===== src/rtl/jmb_window_ctrl_if.sv =====
// Pixel-in / window-out handshake bundle for the 9x9 window controller.
// The master side is the controller; the slave side is the surrounding datapath.
interface jmb_window_ctrl_if #(
  parameter int image_width  = 512,
  parameter int image_height = 512
);
  localparam int row_w = $clog2(image_height);
  localparam int col_w = $clog2(image_width);

  logic             in_valid;
  logic             in_ready;
  logic             win_enable;
  logic             win_valid;
  logic             out_ready;
  logic [row_w-1:0] win_row;
  logic [col_w-1:0] win_col;

  modport master (
    input  in_valid, out_ready,
    output in_ready, win_enable, win_valid, win_row, win_col
  );

  modport slave (
    output in_valid, out_ready,
    input  in_ready, win_enable, win_valid, win_row, win_col
  );
endinterface


===== src/rtl/jmb_window_ctrl.sv =====
// Raster-scan controller for a 9x9 sliding-window datapath: counts accepted
// pixels, drives the window shift enable, and flags when the window registers
// hold a window lying fully inside the image together with its centre position.
module jmb_window_ctrl #(
  parameter int image_width  = 512,
  parameter int image_height = 512,
  parameter int win_size     = 9
) (
  input  logic             clock,
  input  logic             reset_n,
  input  logic             start,
  output logic             busy,
  output logic             frame_done,
  jmb_window_ctrl_if.master bus
);

  localparam int row_w = $clog2(image_height);
  localparam int col_w = $clog2(image_width);
  localparam int span  = win_size - 1;
  localparam int half  = win_size / 2;

  typedef enum logic [1:0] {IDLE, FILL, RUN, DRAIN} state_t;

  state_t           state, state_nxt;
  logic [row_w-1:0] row;
  logic [col_w-1:0] col;
  logic             win_valid_q;
  logic [row_w-1:0] win_row_q;
  logic [col_w-1:0] win_col_q;
  logic             in_ready;
  logic             accept;
  logic             col_last;
  logic             row_last;
  logic             qualify;
  logic             drain_exit;

  // Handshake decode and next-state selection.
  always_comb begin
    in_ready   = reset_n && (state == FILL || state == RUN) &&
                 (!win_valid_q || bus.out_ready);
    accept     = in_ready && bus.in_valid;
    col_last   = (col == col_w'(image_width - 1));
    row_last   = (row == row_w'(image_height - 1));
    qualify    = accept && (row >= row_w'(span)) && (col >= col_w'(span));
    drain_exit = (state == DRAIN) && (!win_valid_q || bus.out_ready);
    state_nxt  = state;
    unique case (state)
      IDLE:  if (start) state_nxt = FILL;
      FILL:  if (accept && col_last && row == row_w'(span - 1)) state_nxt = RUN;
      RUN:   if (accept && col_last && row_last) state_nxt = DRAIN;
      DRAIN: if (drain_exit) state_nxt = IDLE;
    endcase
  end

  // State register.
  always_ff @(posedge clock) begin
    if (!reset_n) state <= IDLE;
    else          state <= state_nxt;
  end

  // Raster position of the next pixel to be accepted.
  always_ff @(posedge clock) begin
    if (!reset_n) begin
      row <= '0;
      col <= '0;
    end else if (state == IDLE && start) begin
      row <= '0;
      col <= '0;
    end else if (accept) begin
      if (col_last) begin
        col <= '0;
        row <= row_last ? '0 : row + row_w'(1);
      end else begin
        col <= col + col_w'(1);
      end
    end
  end

  // Window-valid flag and centre coordinates, loaded on the shifting edge.
  always_ff @(posedge clock) begin
    if (!reset_n) begin
      win_valid_q <= 1'b0;
      win_row_q   <= '0;
      win_col_q   <= '0;
    end else if (drain_exit) begin
      win_valid_q <= 1'b0;
    end else if (qualify) begin
      win_valid_q <= 1'b1;
      win_row_q   <= row - row_w'(half);
      win_col_q   <= col - col_w'(half);
    end else if (win_valid_q && bus.out_ready) begin
      win_valid_q <= 1'b0;
    end
  end

  assign busy           = reset_n && (state != IDLE);
  assign frame_done     = reset_n && drain_exit;
  assign bus.in_ready   = in_ready;
  assign bus.win_enable = accept;
  assign bus.win_valid  = win_valid_q;
  assign bus.win_row    = win_row_q;
  assign bus.win_col    = win_col_q;

endmodule


===== src/flat_wrapper.sv =====
// flat-port wrapper written by rule: the top's interface ports become plain ports
module jmb_window_ctrl_flat 
#(
  parameter int image_width  = 512,
  parameter int image_height = 512,
  parameter int win_size     = 9
)
  (clock, reset_n, start, busy, frame_done, bus_in_valid, bus_out_ready, bus_in_ready, bus_win_enable, bus_win_valid, bus_win_row, bus_win_col);
  jmb_window_ctrl_if #(.image_width(image_width), .image_height(image_height)) bus_i ();
  input  logic clock;
  input  logic reset_n;
  input  logic start;
  output logic busy;
  output logic frame_done;
  input wire logic [$bits(bus_i.in_valid)-1:0] bus_in_valid;
  input wire logic [$bits(bus_i.out_ready)-1:0] bus_out_ready;
  output wire logic [$bits(bus_i.in_ready)-1:0] bus_in_ready;
  output wire logic [$bits(bus_i.win_enable)-1:0] bus_win_enable;
  output wire logic [$bits(bus_i.win_valid)-1:0] bus_win_valid;
  output wire logic [$bits(bus_i.win_row)-1:0] bus_win_row;
  output wire logic [$bits(bus_i.win_col)-1:0] bus_win_col;
  assign bus_i.in_valid = bus_in_valid;
  assign bus_i.out_ready = bus_out_ready;
  assign bus_in_ready = bus_i.in_ready;
  assign bus_win_enable = bus_i.win_enable;
  assign bus_win_valid = bus_i.win_valid;
  assign bus_win_row = bus_i.win_row;
  assign bus_win_col = bus_i.win_col;
  jmb_window_ctrl #(.image_width(image_width), .image_height(image_height), .win_size(win_size)) u_core (.clock(clock), .reset_n(reset_n), .start(start), .busy(busy), .frame_done(frame_done), .bus(bus_i));
endmodule

===== config.mk =====
export PLATFORM = sky130hd
export DESIGN_NAME = jmb_window_ctrl_flat
export DESIGN_NICKNAME = d
export VERILOG_FILES = /design/src/rtl/jmb_window_ctrl_if.sv /design/src/rtl/jmb_window_ctrl.sv /design/src/flat_wrapper.sv
export SDC_FILE = /design/constraint.sdc
export NUM_CORES = 1
export LEC_CHECK = 0
export BUFFER_PORTS_ARGS = -buffer_cell sky130_fd_sc_hd__buf_2
export CAP_MARGIN = 10
export CORE_MARGIN = 8
export CORE_UTILIZATION = 55
export DETAILED_ROUTE_END_ITERATION = 16
export PLACE_DENSITY = 0.76
export REMOVE_ABC_BUFFERS = 1
export SLEW_MARGIN = 20
export SYNTH_ARGS = -nofsm -noshare
export SYNTH_HDL_FRONTEND = slang
export SYNTH_SLANG_ARGS = --single-unit

===== constraint.sdc =====
create_clock -name clock -period 2.4 [get_ports clock]
set_input_delay 0 -clock clock [delete_from_list [all_inputs] [get_ports clock]]
set_output_delay 0 -clock clock [all_outputs]
set_load 0.02 [all_outputs]

# [Word level (Yosys, flattened, before mapping)]
# Cells that the tools add are included.
[word_totals] n_memories=0 out_inout_bits=23 elab_cells=57 romBits=0 ram_bits=0 reg_bits=39 latchBits=0 input_bits=5
[op_classes] bitwise_logic=2 order_cmp=2 n_eq_ne=10 n_mul=0 n_addsub=4 n_shift=0 n_div=0 n_reduce_logical=24 n_mux=9
[op_table] operator="$add A9 B1 Y9 const B" n=2
[op_table] operator="$eq A9 B9 Y1 const B" n=2
[op_table] operator="$ge A9 B4 Y1 const B" n=2
[op_table] operator="$mux W9" n=2
[op_table] operator="$sub A9 B3 Y9 const B" n=2
[op_table] operator="$logic_and A1 B1 Y1" n=13
[op_table] operator="$eq A9 B3 Y1 const B" n=1
[op_table] operator="$mux W2" n=4
[op_table] operator="$pmux W2 S4" n=1
[op_table] operator="$ne A2 B2 Y1 const B" n=3
[op_table] operator="$eq A2 B2 Y1 const B" n=2
[op_table] operator="$reduce_and A2 Y1" n=2
[op_table] operator="$reduce_and A4 Y1" n=1
[op_table] operator="$reduce_bool A2 Y1" n=2
[op_table] operator="$reduce_or A2 Y1" n=2
[op_table] operator="$eq A2 B1 Y1 const B" n=1
[op_table] operator="$logic_not A2 Y1" n=1
[op_table] operator="$logic_or A1 B1 Y1" n=2
[op_table] operator="$mux W1" n=2
[op_table] operator="$ne A2 B1 Y1 const B" n=1
[op_table] operator="$not A1 Y1" n=2
[op_table] operator="$logic_not A1 Y1" n=1

# [Depth between registers and ports, before layout]
[logic_depth] depth_word=9 depth_mapped=11

# [Worst setup path after synthesis]
# Ideal clock, no wire load.
[synth_timing] path_type="flip-flop to flip-flop" startpoint="reg u_core.col[3]" endpoint="reg u_core.row[6]" path_buffers=0 slack_ns=0.173 t_arrival_ns=2.106 path_stages_with_launch=10 period_less_slack_ns=2.227 cell_sequence="dfxtp_1 ha_1 and3_1 and3_1 ha_1 nand2_1 or3_4 or3_1 xor2_1 nor2_1"
[synth_via] elab_chain_cells=2
[synth_rtl] element="start, declared" line="jmb_window_ctrl.sv:26" rtl="logic [col_w-1:0] col;"
[synth_rtl] element="start signal, assigned" line="jmb_window_ctrl.sv:74" rtl="col <= col + col_w'(1);"
[synth_rtl] element="$eq A9 B9 Y1" line="jmb_window_ctrl.sv:42" rtl="col_last = (col == col_w'(image_width - 1));"
[synth_rtl] element="$reduce_and A2 Y1 (no line)"
[synth_rtl] element="end signal, assigned" line="jmb_window_ctrl.sv:72" rtl="row <= row_last ? '0 : row + row_w'(1);"
[synth_rtl] element="end, declared" line="jmb_window_ctrl.sv:25" rtl="logic [row_w-1:0] row;"
# Every way passes these cells.
# A chain may end at the register's enable or synchronous reset.

# [Worst setup path in the final report]
[layout_timing] startpoint="reg u_core.col[1]" endpoint="reg u_core.row[6]"
# The elaborated chain is that of the path after synthesis.

==> impl_metrics.toml <==
[cts]
root_buffer = "clkbuf_8"
clock-sinks = 39
clock_path_buffers = 2
cts_made_buffers = 5
holdBufCountCts = 0
htreeDepth = 2
clkTransAtPathRegs_ns = 0.07
clock_latency_ns = 0.29
tritoncts = "built"

[power_and_ir_drop]
p_leak_uw = 0.00122
finalPower_uw = 1500
power_density_nw_per_um2 = 610
peakVddDrop_mv = 0.521

[floorplan]
core-area_um2 = 3910
rows = 23
pin_count = 28
dieArea_um2 = 6270
initial_utilization_pct = 56.1
fp.dieW_um = 79.2
fp.dieH_um = 79.2

[global_routing]
grt_use_met3_pct = 4.06
grt_pass1_vias = 1550
met1_usage_pct = 16.0
use_met2_pct = 21.7
grt_antenna_before_repair = 0
grt_pass1_wl_um = 6950
busiest_layer = "met2"
grt_max_degree = 27
grt_usage_pct = 13.6
grt_overflow = 0

[timing]
relSlewSlack_pct = 71.3
min_period_over_period_pct = 93.7
setup_viol_count_final = 0
timing.fmax_mhz = 444
hold_viol = 0
worst_pin_slew_ns = 0.429
drv_slew = 0
finClkSkew_ns = 0.00649
min_period_ns = 2.25
rsz0062_at_grt = "no"

[yosys]
synthTopCellsByArea = "dfxtp_1 36%, ha_1 10%, o211a_1 5.9%, nand2_1 5.3%, xnor2_1 5.2%"
ys_warn_count = 0
syn_area_um2 = 2200
yosysTopAreaCellShare_pct = 35.6
avgSynthCellArea_um2 = 9.42
synth.distinct_cells = 38
synth_cells = 233
synth_area_leader_cell = "dfxtp_1"
yosys_register_bits = 39
synth.yosys.seq_area_share_pct = 35.6

[placed_design]
dp_hpwl_um = 2900
portBuffers = 27
gp_congestion = 0.812
dp.cells = 304

[worst_setup_path]
cp-end-kind = "register"
worst_path_max_delay_cell = "dfxtp_1"
required_ns = 2.58
startpoint_type = "register"
crit_chain = "ha_2 > and3_1 > and3_1 > ha_1 > nand2_1 > or3_4 > or3_1 > xor2_1 > nor2_1"
critPathKind = "register to register"
arrival_ns = 2.43
crit_top_cell = "and3_1"
slowest_delay_ns = 0.40
path_max_fanout = 6

[run_status]
status = "completed"

[hold_path]
hold_class = "input pin to register"

[detailed_routing]
drt_wl_total_um = 3950
vias = 1596
postRouteAntennaNets = 0
wl_per_cell_um = 12.7
drtIter0Drc = 89
avgViaCountPerCell = 5.12
drtPass1Iterations = 4
post-route-drc-count = 0

[finish]
stdcell_count = 312
nFillCells = 349
drive_above_1_share_pct = 21.0
area_growth_pct = 12.1
num_antenna_cells = 0
nets = 284

[flow_run]
cap_violations = 0
[Yosys cell counts]
library cell  instances
a211oi_1              2
a21oi_1               3
a221oi_2              1
and2_1                2
and3_1                3
buf_2                 1
buf_4                 3
buf_6                 5
buf_8                 2
clkbuf_1              3
dfxtp_1              39
ha_1                 18
inv_1                12
mux2i_1              11
nand2_1              31
nand2_4               1
nand3_1               9
nand3b_1              1
nand4_1               3
nor2_1               23
nor2b_1               6
nor2b_4               1
nor3_1                3
nor3_4                1
nor3b_1               1
nor3b_2               1
nor4_2                1
nor4_4                2
nor4b_2               1
o211a_1              13
o21a_1                1
o21ai_0               3
o31ai_1               1
or3_1                 2
or3_4                 1
or4_1                 1
xnor2_1              13
xor2_1                8
[state kept, by name, summed over array words and instances, names as in the netlist]
signal and flops:
u_core.bus.win_valid 1, u_core.row 9, u_core.col 9, u_core.bus.win_col 9, u_core.bus.win_row 9, u_core.state 2
[cells in the final DEF, fill, tap and decap left out, types with 2 or more instances in the layout]
cell type / instances
o211a_1: 13
buf_2: 27
nor2b_1: 6
nand4_1: 3
nor4_4: 2
clkbuf_8: 6
ha_1: 17
and3_1: 3
xnor2_1: 13
nor3_1: 3
a21oi_1: 3
nand3_1: 9
nor2_1: 23
nand2_1: 31
o21ai_0: 3
a211oi_1: 2
dfxtp_1: 38
or3_1: 2
mux2i_1: 11
xor2_1: 8
buf_4: 7
and2_1: 2
inv_1: 12
[routing by layer]
| metal | part of all wire [%] | routed length (µm) | vias up |
|---|---|---|---|
| met3 | 4.8 | 191 | 6 |
| met5 | 0 | 0 | - |
| li1 | - | - | 829 |
| met4 | 2.2 | 87 | 0 |
| met2 | 44 | 1740 | 29 |
| met1 | 49 | 1930 | 732 |
[layout make-up]
type                            count  area (µm²)  area share (%)
Multi-Input combinational cell    168        1250            50.7
Sequential cell                    39         782            31.8
Timing Repair Buffer               35         208            8.43
Clock buffer                        6        82.6            3.35
Tap cell                           50        62.6            2.54
Inverter                           12        45.0            1.83
Clock inverter                      2        35.0            1.42
[cell families (layout without fill, tap and decap cells)]
| logic type | Yosys count | in the layout | synth area share [%] |
|---|---|---|---|
| muxes | 11 | 11 | 5.01 |
| DFF | 39 | 39 | 35.6 |
| xor gates and xnor gates | 21 | 21 | 8.38 |
| buffers and inverters | 26 | 55 | 7.75 |
| AOI/OAI and AO/OA | 24 | 24 | 9.34 |
| and+or+nand+nor | 94 | 94 | 23.7 |
| adders and majority gates | 18 | 18 | 10.3 |
[worst max-delay path, delay by kind of cell (launching register included)]
kind                     cells  cell delay, ns
AND/OR/NAND/NOR              6            1.21
flip-flops                   1            0.40
adder cells (fa/ha/maj)      2            0.39
XOR/XNOR                     1            0.14
[per-stage QoR]
step	TNS (ns)	area (µm²)	setup slack, ns	util, %	hold slack, ns
detailed placement	0	2340	0.133	59.8	0.334
global route	0	2460	0.0137	62.9	0.0420
finish	0	2460	0.150	62.9	0.0231
CTS	0	2460	0.122	62.8	0.0186
global placement	0	2340	0.195	59.8	0.335
floorplan	-4.72	2070	-0.297	-	0.118
[report_power, final]
part | leakage, µW | internal (µW) | total, µW | switching, µW
Combinational | 0.000847 | 99.3 | 259 | 160
Sequential | 0.000315 | 664 | 682 | 18.1
Clock | 0.0000612 | 336 | 560 | 224
Total | 0.00122 | 1100 | 1500 | 402
[final timing paths]
kind | start | to | slack, ns | cells past startpoint
hold / removal | start | u_core.col[8] | 0.02 | 4
setup / recovery | u_core.col[1] | u_core.row[6] | 0.15 | 9
hold reg to reg | u_core.bus.win_row[5] | u_core.bus.win_row[5] | 0.49 | 1
setup reg to reg | u_core.col[1] | u_core.row[6] | 0.15 | 9
[timing repair]
| action | in CTS | in global routing |
|---|---|---|
| setup endpoints to repair | 0 | 1 |
| buffers inserted | 0 | 0 |
| gates resized for setup | 0 | 2 |
Note: power is estimated with default switching activity, not from simulation.
